===== config.mk =====
export PLATFORM = sky130hd
export DESIGN_NAME = fifo_wptr_full_flat
export DESIGN_NICKNAME = d
export VERILOG_FILES = /design/src/rtl/fifo_pkg.sv /design/src/rtl/fifo_wptr_full_if.sv /design/src/rtl/gray_to_bin.sv /design/src/rtl/fifo_wptr_full.sv /design/src/flat_wrapper.sv
export SDC_FILE = /design/constraint.sdc
export NUM_CORES = 1
export LEC_CHECK = 0
export ABC_CLOCK_PERIOD_IN_PS = 3600
export CELL_PAD_IN_SITES_DETAIL_PLACEMENT = 0
export CELL_PAD_IN_SITES_GLOBAL_PLACEMENT = 2
export CORE_MARGIN = 2
export CORE_UTILIZATION = 32
export CTS_BUF_LIST = sky130_fd_sc_hd__clkbuf_4
export DETAILED_ROUTE_END_ITERATION = 7
export GPL_TIMING_DRIVEN = 0
export PLACE_DENSITY_LB_ADDON = 0.1
export SLEW_MARGIN = 20
export SYNTH_ARGS = -nofsm -noshare
export SYNTH_HDL_FRONTEND = slang
export SYNTH_SLANG_ARGS = --single-unit

===== constraint.sdc =====
create_clock -name clk -period 3.6 [get_ports clk]
set_input_delay 1.08 -clock clk [delete_from_list [all_inputs] [get_ports clk]]
set_output_delay 1.08 -clock clk [all_outputs]
set_load 0.005 [all_outputs]

===== src/rtl/fifo_pkg.sv =====
// Shared async-FIFO package: default geometry and Gray/binary helpers.
package fifo_pkg;

  localparam int unsigned ADDR_W = 9;
  localparam int unsigned PTR_W  = ADDR_W + 1;

  // Binary to reflected Gray code.
  function automatic logic [PTR_W-1:0] bin2gray(input logic [PTR_W-1:0] bin);
    return bin ^ (bin >> 1);
  endfunction

  // Reflected Gray code back to binary (XOR prefix from the MSB down).
  function automatic logic [PTR_W-1:0] gray2bin(input logic [PTR_W-1:0] gray);
    logic [PTR_W-1:0] bin;
    bin = gray;
    for (int i = int'(PTR_W) - 2; i >= 0; i--) begin
      bin[i] = bin[i+1] ^ gray[i];
    end
    return bin;
  endfunction

endpackage


===== src/rtl/fifo_wptr_full_if.sv =====
// Producer-side bus of the FIFO write-pointer block.
interface fifo_wptr_full_if #(
  parameter int unsigned ADDR_W = fifo_pkg::ADDR_W
);
  localparam int unsigned PTR_W = ADDR_W + 1;

  logic              winc;
  logic [PTR_W-1:0]  rptr_sync;
  logic [ADDR_W-1:0] waddr;
  logic [PTR_W-1:0]  wptr;
  logic              wfull;
  logic              walmost_full;
  logic [PTR_W-1:0]  wlevel;
  logic              woverflow;
  logic              woverflow_sticky;

  // Producer / environment side.
  modport master (
    output winc, rptr_sync,
    input  waddr, wptr, wfull, walmost_full, wlevel, woverflow, woverflow_sticky
  );

  // Pointer block side.
  modport slave (
    input  winc, rptr_sync,
    output waddr, wptr, wfull, walmost_full, wlevel, woverflow, woverflow_sticky
  );
endinterface


===== src/rtl/gray_to_bin.sv =====
// Parameterized combinational Gray-to-binary decoder (XOR prefix).
module gray_to_bin #(
  parameter int unsigned W = 10
) (
  input  logic [W-1:0] gray,
  output logic [W-1:0] bin
);

  // Each binary bit is the XOR of all Gray bits at or above it.
  always_comb begin
    bin = gray;
    for (int i = int'(W) - 2; i >= 0; i--) begin
      bin[i] = bin[i+1] ^ gray[i];
    end
  end

endmodule


===== src/rtl/fifo_wptr_full.sv =====
// Write-domain pointer, full / almost-full / level and overflow generator.
module fifo_wptr_full #(
  parameter int unsigned ADDR_W    = fifo_pkg::ADDR_W,
  parameter int unsigned AF_MARGIN = 4
) (
  input  logic             clk,
  input  logic             rst,
  fifo_wptr_full_if.slave  bus
);

  localparam int unsigned PTR_W = ADDR_W + 1;
  localparam logic [PTR_W-1:0] DEPTH  = PTR_W'(2 ** ADDR_W);
  localparam logic [PTR_W-1:0] MARGIN = PTR_W'(AF_MARGIN);

  logic [PTR_W-1:0] wbin;
  logic [PTR_W-1:0] wgray;
  logic             wfull_q;
  logic             walmost_full_q;
  logic [PTR_W-1:0] wlevel_q;
  logic             woverflow_q;
  logic             woverflow_sticky_q;

  logic             accept;
  logic             reject;
  logic [PTR_W-1:0] wbin_next;
  logic [PTR_W-1:0] wgray_next;
  logic [PTR_W-1:0] rbin_sync;
  logic [PTR_W-1:0] level_next;
  logic [PTR_W-1:0] free_next;
  logic             full_next;
  logic             almost_full_next;

  gray_to_bin #(.W(PTR_W)) u_rptr_dec (
    .gray (bus.rptr_sync),
    .bin  (rbin_sync)
  );

  // Next pointer values and flag conditions from the current request.
  always_comb begin
    accept           = bus.winc && !wfull_q;
    reject           = bus.winc && wfull_q;
    wbin_next        = wbin + PTR_W'(accept);
    wgray_next       = wbin_next ^ (wbin_next >> 1);
    full_next        = (wgray_next == {~bus.rptr_sync[ADDR_W:ADDR_W-1],
                                       bus.rptr_sync[ADDR_W-2:0]});
    level_next       = wbin_next - rbin_sync;
    free_next        = DEPTH - level_next;
    almost_full_next = (free_next <= MARGIN);
  end

  // Pointer and status registers; the Gray pointer is registered so it
  // changes by exactly one bit per accepted write.
  always_ff @(posedge clk or posedge rst) begin
    if (rst) begin
      wbin               <= '0;
      wgray              <= '0;
      wfull_q            <= 1'b0;
      walmost_full_q     <= 1'b0;
      wlevel_q           <= '0;
      woverflow_q        <= 1'b0;
      woverflow_sticky_q <= 1'b0;
    end else begin
      wbin               <= wbin_next;
      wgray              <= wgray_next;
      wfull_q            <= full_next;
      walmost_full_q     <= almost_full_next;
      wlevel_q           <= level_next;
      woverflow_q        <= reject;
      woverflow_sticky_q <= woverflow_sticky_q | reject;
    end
  end

  assign bus.waddr            = wbin[ADDR_W-1:0];
  assign bus.wptr             = wgray;
  assign bus.wfull            = wfull_q;
  assign bus.walmost_full     = walmost_full_q;
  assign bus.wlevel           = wlevel_q;
  assign bus.woverflow        = woverflow_q;
  assign bus.woverflow_sticky = woverflow_sticky_q;

endmodule

===== src/flat_wrapper.sv =====
// flat-port wrapper written by rule: the top's interface ports become plain ports
module fifo_wptr_full_flat 
#(
  parameter int unsigned ADDR_W    = fifo_pkg::ADDR_W,
  parameter int unsigned AF_MARGIN = 4
)
  (clk, rst, bus_winc, bus_rptr_sync, bus_waddr, bus_wptr, bus_wfull, bus_walmost_full, bus_wlevel, bus_woverflow, bus_woverflow_sticky);
  fifo_wptr_full_if #(.ADDR_W(ADDR_W)) bus_i ();
  input  logic clk;
  input  logic rst;
  input wire logic [$bits(bus_i.winc)-1:0] bus_winc;
  input wire logic [$bits(bus_i.rptr_sync)-1:0] bus_rptr_sync;
  output wire logic [$bits(bus_i.waddr)-1:0] bus_waddr;
  output wire logic [$bits(bus_i.wptr)-1:0] bus_wptr;
  output wire logic [$bits(bus_i.wfull)-1:0] bus_wfull;
  output wire logic [$bits(bus_i.walmost_full)-1:0] bus_walmost_full;
  output wire logic [$bits(bus_i.wlevel)-1:0] bus_wlevel;
  output wire logic [$bits(bus_i.woverflow)-1:0] bus_woverflow;
  output wire logic [$bits(bus_i.woverflow_sticky)-1:0] bus_woverflow_sticky;
  assign bus_i.winc = bus_winc;
  assign bus_i.rptr_sync = bus_rptr_sync;
  assign bus_waddr = bus_i.waddr;
  assign bus_wptr = bus_i.wptr;
  assign bus_wfull = bus_i.wfull;
  assign bus_walmost_full = bus_i.walmost_full;
  assign bus_wlevel = bus_i.wlevel;
  assign bus_woverflow = bus_i.woverflow;
  assign bus_woverflow_sticky = bus_i.woverflow_sticky;
  fifo_wptr_full #(.ADDR_W(ADDR_W), .AF_MARGIN(AF_MARGIN)) u_core (.clk(clk), .rst(rst), .bus(bus_i));
endmodule

==> run_results.csv <==
group,metric,value,unit
status,status,"complete, but fails checks",
status,violations,"negative setup slack",
place,io_buffer_count,45,
cts,numCtsBuffers,5,
route,drc_errors,0,
timing,finalCritPeriodShare,125,%
finish,layout_common_cells,"41 x clkdlybuf4s50_1, 33 x dfrtp_1, 18 x xor2_1, 18 x buf_4, 11 x xnor2_1",
route,routed_wl,4.19,mm
die,die_h,79.5,um
pwr,leakagePower,1.22,nW
finish,diodes,0,
setup_path,critPathKind,"in -> reg",
grt,grt_max_degree,34,
timing,fmax,0.222,GHz
grt,grt_pass1_vias,1456,
cts,clock_latency,0.33,ns
route,vias_per_cell,4.57,
grt,grt_pass1_wl,6.93,mm
die,ios,46,
finish,final_common_cell,"clkdlybuf4s50_1",
setup_path,worst_setup_path_end_kind,"register",
timing,finalSetupViolations,7,
timing,finalHoldViolations,0,
setup_path,start_kind,"input port",
route,wire_per_inst,13.8,um
die,rows,27,
die,die-area,6320,um^2
synth,syn_avg_cell_area,11.4,um^2
cts,h-tree-depth,2,
finish,fillers,508,
timing,final.setup.worst_slack,-0.901,ns
synth,yosysSeqAreaShare,45.3,%
pwr,total_power,2.44,mW
grt,overflow,0,
finish,final_layout_size_suffix_gt1_share,26.3,%
timing,fin_crit,4.50,ns
synth,syn_nets,185,
synth,yosys.area.top_type,"dfrtp_1",
flow_run,cap_violations,0,
die,coreArea,5510,um^2
min_path,min_path_type,"reg -> reg",
finish,post_layout_nonfiller_instances,304,
synth,synth_seq_cells,33,
place,place_ws,-1.95,ns
route,dr.first_iter.drc_count,36,
cts,clock_sinks,33,
cts,cts.path.max_buffers,2,
timing,skew,0.00648,ns
place,post-dp-hpwl,3.00,mm
setup_path,cp.arrival,4.76,ns
grt,track_usage,14.4,%
die,start_util,33.1,%
timing,slew_headroom,54.3,%
synth,yosysUniqueCellTypes,34,
place,place.gp.congestion,0.746,
route,via_count,1390,
timing,rsz0062_at_grt,"true",
timing,worst_pin_slew,0.685,ns
cts,cts_root_buf,"clkbuf_4",
grt,antenna_found_initial,0,
pwr,ir_drop,0.492,mV
setup_path,path_max_fanout,5,
place,dpl_cell_area,2390,um^2
finish,design_area,2750,um^2
cts,hold_buffers,0,
route,drt_first_pass_iters,4,
pwr,p_per_area,888,nW/um^2
die,die_x,79.5,um
synth,synthTopCellsByArea,"dfrtp_1 45%, xor2_1 10%, xnor2_1 7.7%",
route,ant_nets,0,
finish,nets,256,
cts,clkTransAtPathRegs,0.10,ns
cts,cts_tree,"done",
synth,synth_cells,160,
finish,area_delta_synth_final,50.9,%
place,dp.cells,277,
setup_path,critPathRequiredTime,3.86,ns
synth,syn_area,1820,um^2
synth,yosysTopAreaCellShare,45.3,%
synth,yosys_warnings,0,
timing,report.final.slew_viol_count,0,
layer usage:
layer	track usage (%)	part of all wire, %	up-vias
met3	4.19	4.9	2
met4	4.14	0.50	0
met2	23.8	50	38
li1	-	-	685
met5	0	0	-
met1	18.2	45	665
worst max-delay path, stage by stage:
cell	delay, ns
buf_12	0.11
xnor2_4	0.18
xor2_2	0.22
xor2_2	0.22
xor2_2	0.23
xor2_2	0.23
xor2_2	0.19
buf_6	0.15
xnor2_4	0.12
ha_4	0.16
inv_2	0.03
fa_2	0.35
a21o_1	0.18
a21oi_2	0.16
xnor2_2	0.09
or4_1	0.51
or4_1	0.42
mux2i_1	0.13
where the power goes:
group	internal (mW)	total [mW]	switching, mW
Sequential	0.518	0.602	0.0841
Clock	0.0819	0.208	0.126
Combinational	0.893	1.63	0.741
Total	1.49	2.44	0.951
cells by family (layout without fill, tap and decap cells):
family / count (synthesis) / in the layout / share of synthesized area (%)
xor gates and xnor gates: 43 / 43 / 23.1
and+or+nand+nor: 38 / 38 / 12.1
DFF: 33 / 33 / 45.3
AOI/OAI and AO/OA: 22 / 22 / 8.03
adders and majority gates: 12 / 12 / 8.64
buffers and inverters: 11 / 83 / 2.26
muxes: 1 / 1 / 0.549
cell usage after synthesis:
cell / count
and2_1: 1
o211ai_1: 2
a21oi_1: 5
dfrtp_1: 33
o22ai_1: 1
nor2b_1: 2
fa_1: 1
nand3_1: 3
nand4_1: 4
xnor2_2: 1
o31a_1: 2
or3_1: 2
nand2_1: 2
and3_1: 4
nor3b_1: 2
xnor2_1: 16
and3_2: 1
o21a_1: 4
o2111ai_1: 1
or2_2: 2
a21o_1: 1
nor2_1: 5
inv_1: 11
xor2_2: 5
or4_1: 2
a211oi_1: 1
nand2b_1: 1
a211o_1: 1
and4_1: 2
ha_1: 11
mux2i_1: 1
nor3_1: 5
xor2_1: 21
o21ai_0: 4
repair_timing:
item | in CTS | in global routing
endpoints found under the setup margin | 10 | 8
setup buffers | 9 | 11
gates resized for setup | 24 | 21
pin swaps | 15 | 16
layout make-up:
type | count | area [um^2] | area share (%)
clock buffers | 6 | 45.0 | 1.64
clock inverters | 2 | 10.0 | 0.364
inverters | 11 | 41.3 | 1.50
multi-input cells | 116 | 1130 | 41.0
flip-flops and latches | 33 | 826 | 30.0
well taps | 72 | 90.1 | 3.27
repair buffers | 64 | 611 | 22.2
path summary, 6_finish.rpt:
kind | start | slack, ns | depth (start not counted) | end
max in group asynchronous | rst | 1.98 | 2 | u_core.bus.wlevel[2]
setup / recovery | bus_rptr_sync[9] | -0.90 | 18 | u_core.bus.walmost_full
hold / removal | u_core.bus.woverflow_sticky | 0.48 | 1 | u_core.bus.woverflow_sticky
min in group asynchronous | rst | 1.17 | 2 | u_core.bus.wptr[2]
hold reg to reg | u_core.bus.woverflow_sticky | 0.48 | 1 | u_core.bus.woverflow_sticky
setup reg to reg | u_core.bus.wfull | 0.02 | 13 | u_core.bus.walmost_full
flip-flops by register name, summed over array words and instances (netlist names):
| name | count |
|---|---|
| u_core.bus.wlevel | 10 |
| u_core.bus.wfull | 1 |
| u_core.wbin | 10 |
| u_core.bus.woverflow_sticky | 1 |
| u_core.bus.woverflow | 1 |
| u_core.bus.walmost_full | 1 |
| u_core.bus.wptr | 9 |
stage by stage:
step                      util (%)  TNS, ns  hold slack (ns)
final                         50.0    -2.20            0.480
after CTS                     46.4    -2.28            0.490
after detailed placement      43.4   -11.46            0.465
after floorplan                  -    -2.35            0.465
after global placement        43.4   -11.35            0.454
after global routing          50.0    -3.29            0.508
Power figures use the tool's default switching activity.
==> patch, RTL diff (same settings) <==
The package constant `ADDR_W` goes from 9 to 11.
--- a/src/rtl/fifo_pkg.sv
+++ b/src/rtl/fifo_pkg.sv
@@ -2,5 +2,5 @@
 package fifo_pkg;
 
-  localparam int unsigned ADDR_W = 9;
+  localparam int unsigned ADDR_W = 11;
   localparam int unsigned PTR_W  = ADDR_W + 1;
 
Interface: changed (resized bus_rptr_sync, bus_waddr, bus_wlevel and bus_wptr); port bits go from 46 to 54. The function was not compared with the original's and may differ.
==> patch against the unedited design <==
The run still ends with negative setup slack left. Register-to-register slack worse by 130 ps. Power is 34% higher. Wire length grew 38%. Sequential cell count up 6. Area after synthesis increased by 29%. Critical endpoint unchanged. Setup slack worse by 200 ps. Utilization increased by 1.6 points. Die area increased by 27%. Design area rose by 34%. Count of clock-buffer cells in the layout fell by 1. Critical path type unchanged.
==> patch: results (changes against the unedited design) <==
Status
  • Run status: finished, violations left
  • Failing checks: negative setup slack

CTS
  • Clock tree buffer depth: 2 (unchanged)
  • Num CTS Buffers: 5 (unchanged)
  • Worst-Skew Late Latency: 350 ps (+20 ps)
  • Root Driver: clkbuf_4
  • CTS clk-pin slew, worst paths: 120 ps (+20 ps)
  • # H-tree levels: 2 (unchanged)

Cells and area
  • Layout cell share with drive strength beyond 1: 28.1% (+1.8 points)
  • # diodes: 0 (unchanged)
  • Nets: 355 (+39%)
  • Fill count: 663 (+31%)

Logic synthesis
  • Commonest cells in the netlist: 39 x dfrtp_1, 24 x xor2_1, 23 x inv_1
  • Asr flop ratio synth: 100% (unchanged)
  • Syn Nets: 260 (+41%)
  • Yosys warns: 0 (unchanged)
  • Synth top area cells: dfrtp_1 42%, xor2_1 9.0%, xnor2_1 8.2%
  • Unique cell type count in the Yosys netlist: 40 (+18%)
  • Seq/Total Area, Yosys: 41.6% (-3.6 points)

Global routing
  • GRT Total Usage: 15.0% (+0.66 points)
  • Pin count of the biggest net entering global routing: 23 (-32%)
  • Initial antenna violation count: 0 (unchanged)
  • Vias in the first global route: 1895 (+30%)
  • First-pass GRT wire length: 9.02 mm (+30%)

Route
  • DR vias/cell: 4.48 (-2.0%)
  • DRT Wirelength: 5.78 mm (+38%)
  • DRT iter0 DRCs: 23 (-36%)
  • Antenna viol nets, final: 0 (unchanged)
  • DRT Pass-1 Iters: 4 (unchanged)

Hold path
  • Hold crit path type: reg -> reg

Worst setup path
  • Crit Path Max Fanout: 3 (-2)
  • Largest stage delay, worst path: 520 ps
  • Crit path DAT: 4970 ps (+210 ps)
  • Critical Path Slowest Stage Cell: or4b_1
  • Cell family with most CP delay: XOR/XNOR gates

Power
  • Worst VDD drop: 0.000491 V (-0.12%)
  • LEAKAGE: 1.65 nW (+36%)

STA
  • Slew HR: 60.8% (+6.5 points)
  • Clock Skews: 16.4 ps (+9.96 ps)
  • TNS Setup: -5390 ps (-3190 ps)
  • Setup violators final: 11 (+4)
  • Worst Slack Setup Final: -1100 ps (-201 ps)

Place
  • Port bufs: 53 (+18%)
  • Final HPWL DP: 4.15 mm (+38%)
  • Placer congestion estimate: 0.766 (+2.8%)
patch: cell types whose count changed in the layout (fill, tap and decap cells not counted), moves of 5 or more:
cell	delta
buf_6	+8
nor2_1	+5
nand2_1	+8
buf_4	+8
nand3_1	+7
dfrtp_1	+6
a21oi_1	+7
clkdlybuf4s50_1	+7
inv_1	+11
patch: worst paths after layout:
kind / cells after the start / slack (ps) / startpoint / endpoint
worst max-delay path: 19 / -1100 / bus_rptr_sync[9] / u_core.bus.walmost_full
worst min-delay path: 1 / 480 / u_core.bus.woverflow_sticky / u_core.bus.woverflow_sticky
worst max register to register: 12 / -110 / u_core.wbin[2] / u_core.bus.walmost_full
worst min register to register: 1 / 480 / u_core.bus.woverflow_sticky / u_core.bus.woverflow_sticky
max in group asynchronous: 3 / 2100 / rst / u_core.bus.wlevel[8]
min in group asynchronous: 2 / 1030 / rst / u_core.bus.wfull
patch: per-layer routing:
layer	track usage, %	up-vias	part of all wire (%)
met4	4.07	0	2.3
met2	24.8	45	48
met1	19.8	891	45
met5	0	-	0
li1	-	964	-
met3	3.66	8	4.5
patch: power breakdown:
part           switching [mW]  internal (mW)
Sequential             0.0928          0.595
Clock                   0.159          0.146
Combinational            1.02           1.26
Total                    1.27           2.00
patch: kinds of logic (layout without fill, tap and decap cells):
logic type	Yosys count	in the layout	synth area share (%)
AND/OR/NAND/NOR	68	68	15.4
AO/OA/AOI/OAI	34	34	9.23
flip-flops	39	39	41.6
adder cells (fa/ha/maj)	14	14	7.79
XOR/XNOR	52	52	22.1
buffers and inverters	24	120	3.84
patch: layout make-up:
class	count	area [um^2]	area share [%]
Multi-Input combinational cell	168	1580	42.5
Sequential cell	39	976	26.4
Timing Repair Buffer	88	856	23.1
Tap cell	99	124	3.35
Inverter	23	86.3	2.33
Clock inverter	3	43.8	1.18
Clock buffer	5	37.5	1.01
Buffer	1	3.75	0.101
patch: what timing repair did:
item | in CTS | in global routing
pin swaps | 22 | 34
cloned | 0 | 0
buffers inserted | 16 | 19
setup endpoints to repair | 14 | 13
hold buffers | 0 | 0
resized for setup | 26 | 43
patch: per-stage QoR:
stage	hold slack (ps)	total power [mW]	area, um^2	setup WS (ps)	std cells
6_report	480	3.27	3700	-1100	426
5_1_grt	500	3.53	3700	-1320	426
4_1_cts	487	2.75	3350	-1170	408
3_5_place_dp	455	2.21	3090	-2090	384
3_3_place_gp	453	2.22	3060	-2100	383
2_1_floorplan	465	1.69	2410	-1160	231
patch: worst register-to-register path: stages, from the launching register on:
cell,delay (ps)
dfrtp_1,580
and4_1,340
nor2b_1,260
nand2_1,100
xor2_1,300
inv_1,160
ha_1,300
or3_1,440
o211ai_1,310
o311ai_4,170
nor2_1,100
or4b_1,440
o22ai_1,120
